[config.mk]
export PLATFORM = sky130hd
export DESIGN_NAME = tse_1000bx_rx_sync_fsm_flat
export DESIGN_NICKNAME = d
export VERILOG_FILES = /design/src/rtl/tse_1000bx_rx_sync_fsm_pkg.sv /design/src/rtl/tse_1000bx_rx_sync_fsm_if.sv /design/src/rtl/tse_1000bx_rx_sync_fsm_classify.sv /design/src/rtl/tse_1000bx_rx_sync_fsm.sv /design/src/flat_wrapper.sv
export SDC_FILE = /design/constraint.sdc
export NUM_CORES = 1
export LEC_CHECK = 0
export ABC_AREA = 1
export CAP_MARGIN = 20
export CORE_MARGIN = 3
export CORE_UTILIZATION = 59
export CTS_CLUSTER_DIAMETER = 30
export CTS_CLUSTER_SIZE = 14
export DETAILED_ROUTE_END_ITERATION = 6
export DONT_BUFFER_PORTS = 1
export PLACE_DENSITY = 0.75
export SETUP_SLACK_MARGIN = 0.15
export SYNTH_ARGS = -nofsm -noshare
export SYNTH_HDL_FRONTEND = slang
export SYNTH_SLANG_ARGS = --single-unit
export TNS_END_PERCENT = 50
[constraint.sdc]
create_clock -name clk -period 1.62 [get_ports clk]
set_clock_uncertainty 0.15 [all_clocks]
set_input_delay 0.162 -clock clk [delete_from_list [all_inputs] [get_ports clk]]
set_output_delay 0.162 -clock clk [all_outputs]
set_load 0.01 [all_outputs]
[src/rtl/tse_1000bx_rx_sync_fsm_pkg.sv]
// Shared types and constants for the 1000BASE-X receive synchronization FSM.
// Holds the Clause 36 sync state encoding and the well-known idle code-group values.
package tse_rx_sync_pkg;

    typedef enum logic [3:0] {
        LOSS_OF_SYNC,
        CD1, CD2, CD3,
        AS1, AS2,
        SA1, SA2, SA3, SA4
    } sync_state_e;

    localparam logic [7:0] K28_5 = 8'hBC;
    localparam logic [7:0] D16_2 = 8'h50;
    localparam logic [7:0] D5_6  = 8'hC5;

    localparam int GOOD_CGS_MAX_DEFAULT = 3;

    function automatic logic is_sync_acq(input sync_state_e s);
        return s inside {SA1, SA2, SA3, SA4};
    endfunction

endpackage

[src/rtl/tse_1000bx_rx_sync_fsm_if.sv]
// Code-group stream from the word aligner into the sync FSM, plus the
// registered PCS-side view and statistics coming back out.
interface tse_1000bx_rx_sync_fsm_if #(
    parameter int STAT_W = 16
);
    logic              rx_valid;
    logic [7:0]        rx_frame;
    logic              rx_kchar;
    logic              rx_char_err;
    logic              rx_disp_err;
    logic              stats_clr;

    logic [7:0]        pcs_rx_frame;
    logic              pcs_rx_kchar;
    logic              pcs_rx_err;
    logic              rx_even;
    logic              sync_status;
    logic              los_pulse;
    logic [STAT_W-1:0] los_cnt;
    logic [STAT_W-1:0] cgbad_cnt;

    modport master (
        output rx_valid, rx_frame, rx_kchar, rx_char_err, rx_disp_err, stats_clr,
        input  pcs_rx_frame, pcs_rx_kchar, pcs_rx_err, rx_even, sync_status,
               los_pulse, los_cnt, cgbad_cnt
    );

    modport slave (
        input  rx_valid, rx_frame, rx_kchar, rx_char_err, rx_disp_err, stats_clr,
        output pcs_rx_frame, pcs_rx_kchar, pcs_rx_err, rx_even, sync_status,
               los_pulse, los_cnt, cgbad_cnt
    );

endinterface

[src/rtl/tse_1000bx_rx_sync_fsm_classify.sv]
// Combinational code-group qualifier: flags commas and decides whether the
// current code-group is good, given the slot it would occupy without realignment.
module tse_rx_cg_classify
    import tse_rx_sync_pkg::*;
#(
    parameter logic [7:0] COMMA_CODE = K28_5
) (
    input  logic [7:0] rx_frame_i,
    input  logic       rx_kchar_i,
    input  logic       rx_char_err_i,
    input  logic       rx_disp_err_i,
    input  logic       even_slot_i,
    output logic       comma_o,
    output logic       cgbad_o,
    output logic       cggood_o
);

    assign comma_o  = rx_kchar_i & (rx_frame_i == COMMA_CODE);
    // A comma landing in the odd slot means the alignment has slipped.
    assign cgbad_o  = rx_char_err_i | rx_disp_err_i | (comma_o & ~even_slot_i);
    assign cggood_o = ~cgbad_o;

endmodule

[src/rtl/tse_1000bx_rx_sync_fsm.sv]
// Clause 36 receive synchronization FSM with 1-cycle registered code-group forwarding.
// Define TSE_RX_SYNC_STATS_EN to build the saturating los/cgbad statistics counters.
module tse_1000bx_rx_sync_fsm
    import tse_rx_sync_pkg::*;
#(
    parameter int         GOOD_CGS_MAX = GOOD_CGS_MAX_DEFAULT,
    parameter logic [7:0] COMMA_CODE   = K28_5,
    parameter int         STAT_W       = 16
) (
    input  logic                   clk,
    input  logic                   reset_rx_clk,
    tse_1000bx_rx_sync_fsm_if.slave rx_if
);

    localparam int GCW = $clog2(GOOD_CGS_MAX + 1);

    sync_state_e    state_q, state_d;
    logic [GCW-1:0] good_cgs_q, good_cgs_d;
    logic           slot_q, slot_d, slot_now;
    logic           comma, cgbad, cggood;
    logic           sync_d, los_d;
    logic [7:0]     frame_q;
    logic           kchar_q, err_q, sync_q, los_q;

    // Slot the current code-group occupies if no comma realigns it.
    assign slot_now = ~slot_q;

    tse_rx_cg_classify #(.COMMA_CODE(COMMA_CODE)) u_classify (
        .rx_frame_i   (rx_if.rx_frame),
        .rx_kchar_i   (rx_if.rx_kchar),
        .rx_char_err_i(rx_if.rx_char_err),
        .rx_disp_err_i(rx_if.rx_disp_err),
        .even_slot_i  (slot_now),
        .comma_o      (comma),
        .cgbad_o      (cgbad),
        .cggood_o     (cggood)
    );

    always_ff @(posedge clk or posedge reset_rx_clk) begin
        if (reset_rx_clk) begin
            state_q    <= LOSS_OF_SYNC;
            good_cgs_q <= '0;
        end else if (rx_if.rx_valid) begin
            state_q    <= state_d;
            good_cgs_q <= good_cgs_d;
        end
    end

    always_comb begin
        // NOTE: every comb output gets a default first so no path can infer a latch.
        state_d    = state_q;
        good_cgs_d = '0;
        case (state_q)
            LOSS_OF_SYNC: if (comma) state_d = CD1;
            CD1, CD2, CD3: begin
                if (!rx_if.rx_kchar && cggood) begin
                    case (state_q)
                        CD1:     state_d = AS1;
                        CD2:     state_d = AS2;
                        default: state_d = SA1;
                    endcase
                end else begin
                    state_d = LOSS_OF_SYNC;
                end
            end
            AS1, AS2: begin
                if (cgbad)      state_d = LOSS_OF_SYNC;
                else if (comma) state_d = (state_q == AS1) ? CD2 : CD3;
            end
            SA1, SA2, SA3, SA4: begin
                if (cgbad) begin
                    case (state_q)
                        SA1:     state_d = SA2;
                        SA2:     state_d = SA3;
                        SA3:     state_d = SA4;
                        default: state_d = LOSS_OF_SYNC;
                    endcase
                end else if (state_q != SA1) begin
                    if (int'(good_cgs_q) + 1 >= GOOD_CGS_MAX) begin
                        case (state_q)
                            SA2:     state_d = SA1;
                            SA3:     state_d = SA2;
                            default: state_d = SA3;
                        endcase
                    end else begin
                        good_cgs_d = good_cgs_q + GCW'(1);
                    end
                end
            end
            default: state_d = LOSS_OF_SYNC;
        endcase
    end

    always_comb begin
        slot_d = comma | slot_now;
        sync_d = is_sync_acq(state_d);
        los_d  = rx_if.rx_valid & is_sync_acq(state_q) & (state_d == LOSS_OF_SYNC);
    end

    always_ff @(posedge clk or posedge reset_rx_clk) begin
        if (reset_rx_clk) begin
            frame_q <= '0;
            kchar_q <= 1'b0;
            err_q   <= 1'b0;
            slot_q  <= 1'b0;
            sync_q  <= 1'b0;
            los_q   <= 1'b0;
        end else begin
            // los_q follows los_d every cycle so an idle strobe never stretches the pulse.
            los_q <= los_d;
            if (rx_if.rx_valid) begin
                frame_q <= rx_if.rx_frame;
                kchar_q <= rx_if.rx_kchar;
                err_q   <= cgbad;
                slot_q  <= slot_d;
                sync_q  <= sync_d;
            end
        end
    end

    assign rx_if.pcs_rx_frame = frame_q;
    assign rx_if.pcs_rx_kchar = kchar_q;
    assign rx_if.pcs_rx_err   = err_q;
    assign rx_if.rx_even      = slot_q;
    assign rx_if.sync_status  = sync_q;
    assign rx_if.los_pulse    = los_q;

`ifdef TSE_RX_SYNC_STATS_EN
    logic [STAT_W-1:0] los_cnt_q, cgbad_cnt_q;

    always_ff @(posedge clk or posedge reset_rx_clk) begin
        if (reset_rx_clk) begin
            los_cnt_q   <= '0;
            cgbad_cnt_q <= '0;
        end else if (rx_if.stats_clr) begin
            los_cnt_q   <= '0;
            cgbad_cnt_q <= '0;
        end else begin
            if (los_d && !(&los_cnt_q))
                los_cnt_q <= los_cnt_q + STAT_W'(1);
            if (rx_if.rx_valid && cgbad && !(&cgbad_cnt_q))
                cgbad_cnt_q <= cgbad_cnt_q + STAT_W'(1);
        end
    end

    assign rx_if.los_cnt   = los_cnt_q;
    assign rx_if.cgbad_cnt = cgbad_cnt_q;
`else
    logic unused_stats_clr;

    assign unused_stats_clr = rx_if.stats_clr;
    assign rx_if.los_cnt    = {STAT_W{1'b0}};
    assign rx_if.cgbad_cnt  = {STAT_W{1'b0}};
`endif

endmodule

[src/flat_wrapper.sv]
// flat-port wrapper written by rule: the top's interface ports become plain ports
module tse_1000bx_rx_sync_fsm_flat import tse_rx_sync_pkg::*;
#(
    parameter int         GOOD_CGS_MAX = GOOD_CGS_MAX_DEFAULT,
    parameter logic [7:0] COMMA_CODE   = K28_5,
    parameter int         STAT_W       = 16
)
  (clk, reset_rx_clk, rx_if_rx_valid, rx_if_rx_frame, rx_if_rx_kchar, rx_if_rx_char_err, rx_if_rx_disp_err, rx_if_stats_clr, rx_if_pcs_rx_frame, rx_if_pcs_rx_kchar, rx_if_pcs_rx_err, rx_if_rx_even, rx_if_sync_status, rx_if_los_pulse, rx_if_los_cnt, rx_if_cgbad_cnt);
  tse_1000bx_rx_sync_fsm_if #(.STAT_W(STAT_W)) rx_if_i ();
  input  logic clk;
  input  logic reset_rx_clk;
  input wire logic [$bits(rx_if_i.rx_valid)-1:0] rx_if_rx_valid;
  input wire logic [$bits(rx_if_i.rx_frame)-1:0] rx_if_rx_frame;
  input wire logic [$bits(rx_if_i.rx_kchar)-1:0] rx_if_rx_kchar;
  input wire logic [$bits(rx_if_i.rx_char_err)-1:0] rx_if_rx_char_err;
  input wire logic [$bits(rx_if_i.rx_disp_err)-1:0] rx_if_rx_disp_err;
  input wire logic [$bits(rx_if_i.stats_clr)-1:0] rx_if_stats_clr;
  output wire logic [$bits(rx_if_i.pcs_rx_frame)-1:0] rx_if_pcs_rx_frame;
  output wire logic [$bits(rx_if_i.pcs_rx_kchar)-1:0] rx_if_pcs_rx_kchar;
  output wire logic [$bits(rx_if_i.pcs_rx_err)-1:0] rx_if_pcs_rx_err;
  output wire logic [$bits(rx_if_i.rx_even)-1:0] rx_if_rx_even;
  output wire logic [$bits(rx_if_i.sync_status)-1:0] rx_if_sync_status;
  output wire logic [$bits(rx_if_i.los_pulse)-1:0] rx_if_los_pulse;
  output wire logic [$bits(rx_if_i.los_cnt)-1:0] rx_if_los_cnt;
  output wire logic [$bits(rx_if_i.cgbad_cnt)-1:0] rx_if_cgbad_cnt;
  assign rx_if_i.rx_valid = rx_if_rx_valid;
  assign rx_if_i.rx_frame = rx_if_rx_frame;
  assign rx_if_i.rx_kchar = rx_if_rx_kchar;
  assign rx_if_i.rx_char_err = rx_if_rx_char_err;
  assign rx_if_i.rx_disp_err = rx_if_rx_disp_err;
  assign rx_if_i.stats_clr = rx_if_stats_clr;
  assign rx_if_pcs_rx_frame = rx_if_i.pcs_rx_frame;
  assign rx_if_pcs_rx_kchar = rx_if_i.pcs_rx_kchar;
  assign rx_if_pcs_rx_err = rx_if_i.pcs_rx_err;
  assign rx_if_rx_even = rx_if_i.rx_even;
  assign rx_if_sync_status = rx_if_i.sync_status;
  assign rx_if_los_pulse = rx_if_i.los_pulse;
  assign rx_if_los_cnt = rx_if_i.los_cnt;
  assign rx_if_cgbad_cnt = rx_if_i.cgbad_cnt;
  tse_1000bx_rx_sync_fsm #(.GOOD_CGS_MAX(GOOD_CGS_MAX), .COMMA_CODE(COMMA_CODE), .STAT_W(STAT_W)) u_core (.clk(clk), .reset_rx_clk(reset_rx_clk), .rx_if(rx_if_i));
endmodule
# Yosys cells after proc, flatten, opt, wreduce, memory -nomap -nowiden

Cells that the tools add are included.

Register bits: 19
Input bits: 15
Output and inout bits: 45
Logic and storage cells: 60

Add/subtract/negate cells: 2
$lt $le $gt $ge: 1
Eq/ne operators: 15
Multiplexer cells: 16
Bitwise operators: 9
Reductions and logical operators: 9

Operators by type and width:

| cell                | number |
|---|---|
| $ge 32x3->1 const B | 1 |
| $eq 4x3->1 const B  | 6 |
| $mux 4              | 6 |
| $eq 4x4->1 const B  | 4 |
| $pmux 4 s4          | 1 |
| $pmux 4 s3          | 1 |
| $eq 4x2->1 const B  | 2 |
| $eq 8x8->1 const B  | 1 |
| $logic_not 4->1     | 2 |
| $mux 2              | 4 |
| $pmux 4 s2          | 1 |
| $reduce_bool 4->1   | 2 |
| $and 1x1->1         | 4 |
| $eq 4x1->1 const B  | 1 |
| $ne 4x3->1 const B  | 1 |
| $pmux 2 s2          | 1 |
| $reduce_or 4->1     | 1 |
| $add 2x1->3 const B | 1 |
| $mux 3              | 1 |
| $or 1x1->1          | 3 |
| $reduce_or 3->1     | 1 |
| $add 2x1->2 const B | 1 |
| $not 1->1           | 2 |
| $reduce_or 2->1     | 1 |
| other kinds (3)     | 3 |

# Longest topological paths before layout

Depth after elaboration: 10
Mapped depth: 11
Depth with buffers taken out: 11

# Cells and area by module

From an unflattened synthesis, not the netlist that was laid out.

Cells, all modules: 176
Area, all modules: 1271.2 sq um

Modules (own cells, without submodules):

| module                 | times used | cells an instance | area an instance (sq um) | sequential area each (sq um) |
|---|---|---|---|---|
| tse_1000bx_rx_sync_fsm | 1          | 162               | 1207.4                   | 475.5 |
| tse_rx_cg_classify     | 1          | 14                | 63.8                     | 0.0 |

# Worst setup path after synthesis

OpenSTA, ideal clock, no wires.

Path kind: reg-to-reg
From: reg u_core.state_q[1]
To: reg u_core.sync_q, in the netlist u_core.rx_if.sync_status
Setup time: 115 ps
Arrival time: 1216 ps
Data required time: 1355 ps
Setup slack: 139 ps
Stages on the path, launching flop included: 11
Buffers on the path: 0
Period minus slack after synthesis: 1481 ps
Path through: dfrtp_1 > nand2_1 > clkinv_1 > nand2_1 > nand3_2 > nand4_1 > nand2_1 > nor2_1 > nand2_2 > nand3_2 > nand2_2

Word-level cells in the longest chain between the ends: 8
Elaborated cells between the ends (all ways): 31
Classes of those cells: eq/ne (14); mux (12); reduce/logical (5)

RTL lines:

| item                                     | line                                                                                     | source |
|---|---|---|
| start: declaration                       | tse_1000bx_rx_sync_fsm.sv:17                                                             | `sync_state_e state_q, state_d;` |
| start signal: assignment                 | tse_1000bx_rx_sync_fsm.sv:44                                                             | `state_q <= state_d;` |
| $eq 4x4->1 or $eq 4x3->1 (tied branches) | tse_1000bx_rx_sync_fsm.sv:53, tse_1000bx_rx_sync_fsm.sv:72, tse_1000bx_rx_sync_fsm.sv:80 |  |
| $pmux 4 s2                               | tse_1000bx_rx_sync_fsm.sv:80                                                             | `case (state_q)` |
| $mux 4                                   | tse_1000bx_rx_sync_fsm.sv:79                                                             | `if (int'(good_cgs_q) + 1 >= GOOD_CGS_MAX) begin` |
| $mux 4                                   | tse_1000bx_rx_sync_fsm.sv:78                                                             | `end else if (state_q != SA1) begin` |
| $mux 4                                   | tse_1000bx_rx_sync_fsm.sv:71                                                             | `if (cgbad) begin` |
| $pmux 4 s4 *                             | tse_1000bx_rx_sync_fsm.sv:53                                                             | `case (state_q)` |
| $eq 4x3->1 or $eq 4x4->1 (tied branches) | tse_1000bx_rx_sync_fsm_pkg.sv:19                                                         | `return s inside {SA1, SA2, SA3, SA4};` |
| $reduce_bool 4->1 *                      | tse_1000bx_rx_sync_fsm_pkg.sv:19                                                         |  |
| end signal: assignment                   | tse_1000bx_rx_sync_fsm.sv:116                                                            | `sync_q <= sync_d;` |
| end: declaration                         | tse_1000bx_rx_sync_fsm.sv:23                                                             | `logic kchar_q, err_q, sync_q, los_q;` |

Every way passes the cells marked *; elsewhere a longest branch is shown, timed or not.
A chain may end at the register's enable or synchronous reset.

# Worst setup path after layout

From: reg u_core.state_q[3]
To: reg u_core.sync_q, in the netlist u_core.rx_if.sync_status

The elaborated chain is that of the path after synthesis.

==> results.sh <==
export IMPL_crit_chain="inv_2 -> nand3_2 -> a21oi_2 -> nand4_1 -> nand2_1 -> nor2_2 -> nand2_2 -> nand3_2 -> nand2_2"
export IMPL_path_depth=9
export IMPL_ys_seq_elements=19
export IMPL_final_area_um2=1520
export IMPL_synthFlopType="dfrtp_1"
export IMPL_ff2ff_path_depth=9
export IMPL_synth_top_area_cell="dfrtp_1"
export IMPL_cp_max_fo=6
export IMPL_violations="negative hold slack, negative setup slack"
export IMPL_cts_root_buf="clkbuf_4"
export IMPL_hold_buffers=11
export IMPL_crit_path_start_kind="flop"
export IMPL_leakagePower_nw=0.788
export IMPL_setup_viol=1
export IMPL_synth_top_family_by_area="simple AND/OR/NAND/NOR gates"
export IMPL_synth_warnings=0
export IMPL_endpoint_kind="flop"
export IMPL_die_x_um=53.8
export IMPL_place_ws_ns=0.00962
export IMPL_vias=1140
export IMPL_synth_edff_count=0
export IMPL_grt_use_total_pct=20.6
export IMPL_ys_types=24
export IMPL_grt_overflow_total=0
export IMPL_power_density_nw_per_um2=590
export IMPL_r2r_slack_ns=-0.02
export IMPL_ys_seq_area_share_pct=35.2
export IMPL_layout_cells_non_filler=233
export IMPL_ys_top_cells_by_count="nand2_1, buf_4, dfrtp_1"
export IMPL_layout_drive_gt1_share_pct=25.7
export IMPL_p_seq_share_pct=59.6
export IMPL_synthSimpleGateAreaFrac_pct=33.0
export IMPL_synthTopCellsByArea="dfrtp_1, buf_4, nand2_1, nand3_2, nand3_1"
export IMPL_fin_crit_ns=1.64
export IMPL_portBuffers=0
export IMPL_r2r_start="u_core.state_q[3]"
export IMPL_r2r_end="u_core.rx_if.sync_status"
export IMPL_synthToLayoutAreaGrowth_pct=12.2
export IMPL_comb_power_share_pct=13.8
export IMPL_path_buf_inv=1
export IMPL_clkSinkCount=19
export IMPL_hold_viol_final=7
export IMPL_drc=0
export IMPL_syn_inst=183
export IMPL_crit_family="simple AND/OR/NAND/NOR gates"
export IMPL_place_area_um2=1250
export IMPL_power_share_clock_pct=26.6
export IMPL_p_sw_share_pct=29.1
export IMPL_fin_nets=222
export IMPL_gp_congestion=0.882
export IMPL_slew_viol_final=0
export IMPL_arrival_ns=1.74
export IMPL_avgRoutedWirePerCell_um=13.6
export IMPL_total_power_uw=894
export IMPL_coreArea_um2=2060
export IMPL_cts_buffer_depth=2
export IMPL_crit_path_top_delay_cell="dfrtp_2"
export IMPL_grt_pass1_vias=1027
export IMPL_floorplan_rows=16
export IMPL_routed_wl_mm=3.16
export IMPL_hpwl_mm=2.13
export IMPL_antenna_found_initial=0
export IMPL_tightest_slew_ns=0.589
export IMPL_dp_cells=208
export IMPL_synth_xor_area_share_pct=0
export IMPL_synth_area_mux_share_pct=0
export IMPL_die_h_um=53.8
export IMPL_slew_headroom_pct=60.7
export IMPL_fin_ws_ns=-0.0205
export IMPL_clkLatencyLatePin_ns=0.30
export IMPL_worstSetupStartpoint="u_core.state_q[3]"
export IMPL_cp_required_ns=1.72
export IMPL_htreeDepth=1
export IMPL_dieArea_um2=2900
export IMPL_async_reset_ff_share_pct=100
export IMPL_drt_iter0_markers=36
export IMPL_worstHoldPathType="in -> reg"
export IMPL_crit_path_max_incr_delay_ns=0.49
export IMPL_hold_path_startpoint="rx_if_rx_valid"
export IMPL_switchingPower_uw=260
export IMPL_grt_max_degree=22
export IMPL_grt_pass1_wl_mm=4.35
export IMPL_period_share_pct=101
export IMPL_ir_worst_vdd_mv=0.430
export IMPL_critical_path_class="reg -> reg"
export IMPL_synth_most_common_cell="nand2_1"
export IMPL_cts_inserted_buffers=3
export IMPL_status="complete, but fails checks"
export IMPL_via_per_inst=4.89
export IMPL_cts_clk_slew_worst_paths_ns=0.11
export IMPL_max_freq_ghz=0.610
export IMPL_io_pins=60
export IMPL_fin_hold_ws_ns=-0.202
export IMPL_grt_setup_unrepaired="yes"
export IMPL_crit_end="u_core.rx_if.sync_status"
export IMPL_maxCapViolCount=0
export IMPL_synth_top_area_share_pct=35.2
export IMPL_diodes=0
export IMPL_cts_tree="yes"
export IMPL_drtPass1Iterations=4
export IMPL_intPower_uw=633
export IMPL_synthesis_area_um2=1350
export IMPL_drt_antenna_violating_nets=0
export IMPL_start_util_pct=65.5
export IMPL_avgSynthCellArea_um2=7.38
export IMPL_synth_compound_area_share_pct=7.04
export IMPL_synth_adder_area_share_pct=0
==> power groups by stage <==
stage / clock (mW) / sequential [mW] / combinational, mW
finish: 0.238 / 0.533 / 0.123
global route: 0.266 / 0.536 / 0.141
CTS: 0.242 / 0.532 / 0.119
detailed placement: 0 / 0.542 / 0.0986
global placement: 0 / 0.541 / 0.0953
floorplan: 0 / 0.536 / 0.149
==> cell families (layout without fill, tap and decap cells) <==
kind of cell           after synthesis  count (layout)
flip-flops                          19              19
AO/OA/AOI/OAI                       17              17
buffers and inverters               53              45
AND/OR/NAND/NOR                     93              93
other                                1              32
==> cells in the final DEF, fill, tap and decap left out, drive strengths merged <==
cell         count
nor3             2
buf             12
inv             18
a21boi           1
a21oi            2
clkbuf           4
nand3           14
o21ai           14
conb            32
dfrtp           19
and2             1
nor2            17
nand4            4
dlygate4sd3     11
nand2           55
==> cell type report <==
cell class,instances,area [µm²]
multi-input combinational,142,708
clock buffer,4,26.3
tap,27,33.8
sequential,19,479
timing repair buffer,23,200
fill,149,547
inverter,18,67.6
==> sequential cells by signal, summed over array words and instances (netlist names) <==
register / flops
u_core.rx_if.pcs_rx_frame: 8
u_core.state_q: 4
u_core.good_cgs_q: 2
u_core.rx_if.los_pulse: 1
u_core.rx_if.pcs_rx_err: 1
u_core.rx_if.pcs_rx_kchar: 1
u_core.rx_if.rx_even: 1
u_core.rx_if.sync_status: 1
==> routing by layer <==
layer  up-vias  track usage [%]  wire (µm)
met3         6             3.88        260
li1        555                -          -
met2        54             36.1       1630
met4         0             8.51         45
met1       525             24.3       1230
met5         -                0          0
==> per-stage QoR <==
| step | util (%) | TNS, ns | hold slack [ns] |
|---|---|---|---|
| 3_3_place_gp | 60.8 | 0 | -0.0929 |
| 3_5_place_dp | 60.8 | 0 | -0.0836 |
| 6_report | 73.5 | -0.0205 | -0.202 |
| 5_1_grt | 73.5 | -0.283 | -0.212 |
| 2_1_floorplan | - | 0 | -0.0369 |
| 4_1_cts | 70.0 | 0 | -0.204 |
==> worst register-to-register path: stages (launching register included) <==
cell	delay [ns]
dfrtp_2	0.49
inv_2	0.09
nand3_2	0.13
a21oi_2	0.23
nand4_1	0.16
nand2_1	0.12
nor2_2	0.05
nand2_2	0.07
nand3_2	0.06
nand2_2	0.05
==> worst min-delay path by stage <==
stage	depth (start not counted)	to
finish	1	u_core.state_q[2]
global route	1	u_core.state_q[2]
CTS	1	u_core.good_cgs_q[1]
detailed placement	1	u_core.rx_if.pcs_rx_frame[6]
global placement	1	u_core.rx_if.pcs_rx_frame[6]
floorplan	1	u_core.good_cgs_q[0]
==> timing repair <==
item / 4_1_cts / 5_1_grt
buffers inserted: 4 / 6
pin swaps: 6 / 12
hold endpoints to repair: 35 / 6
gates resized for setup: 9 / 8
endpoints found under the setup margin: 8 / 8
Power figures use the tool's default switching activity.
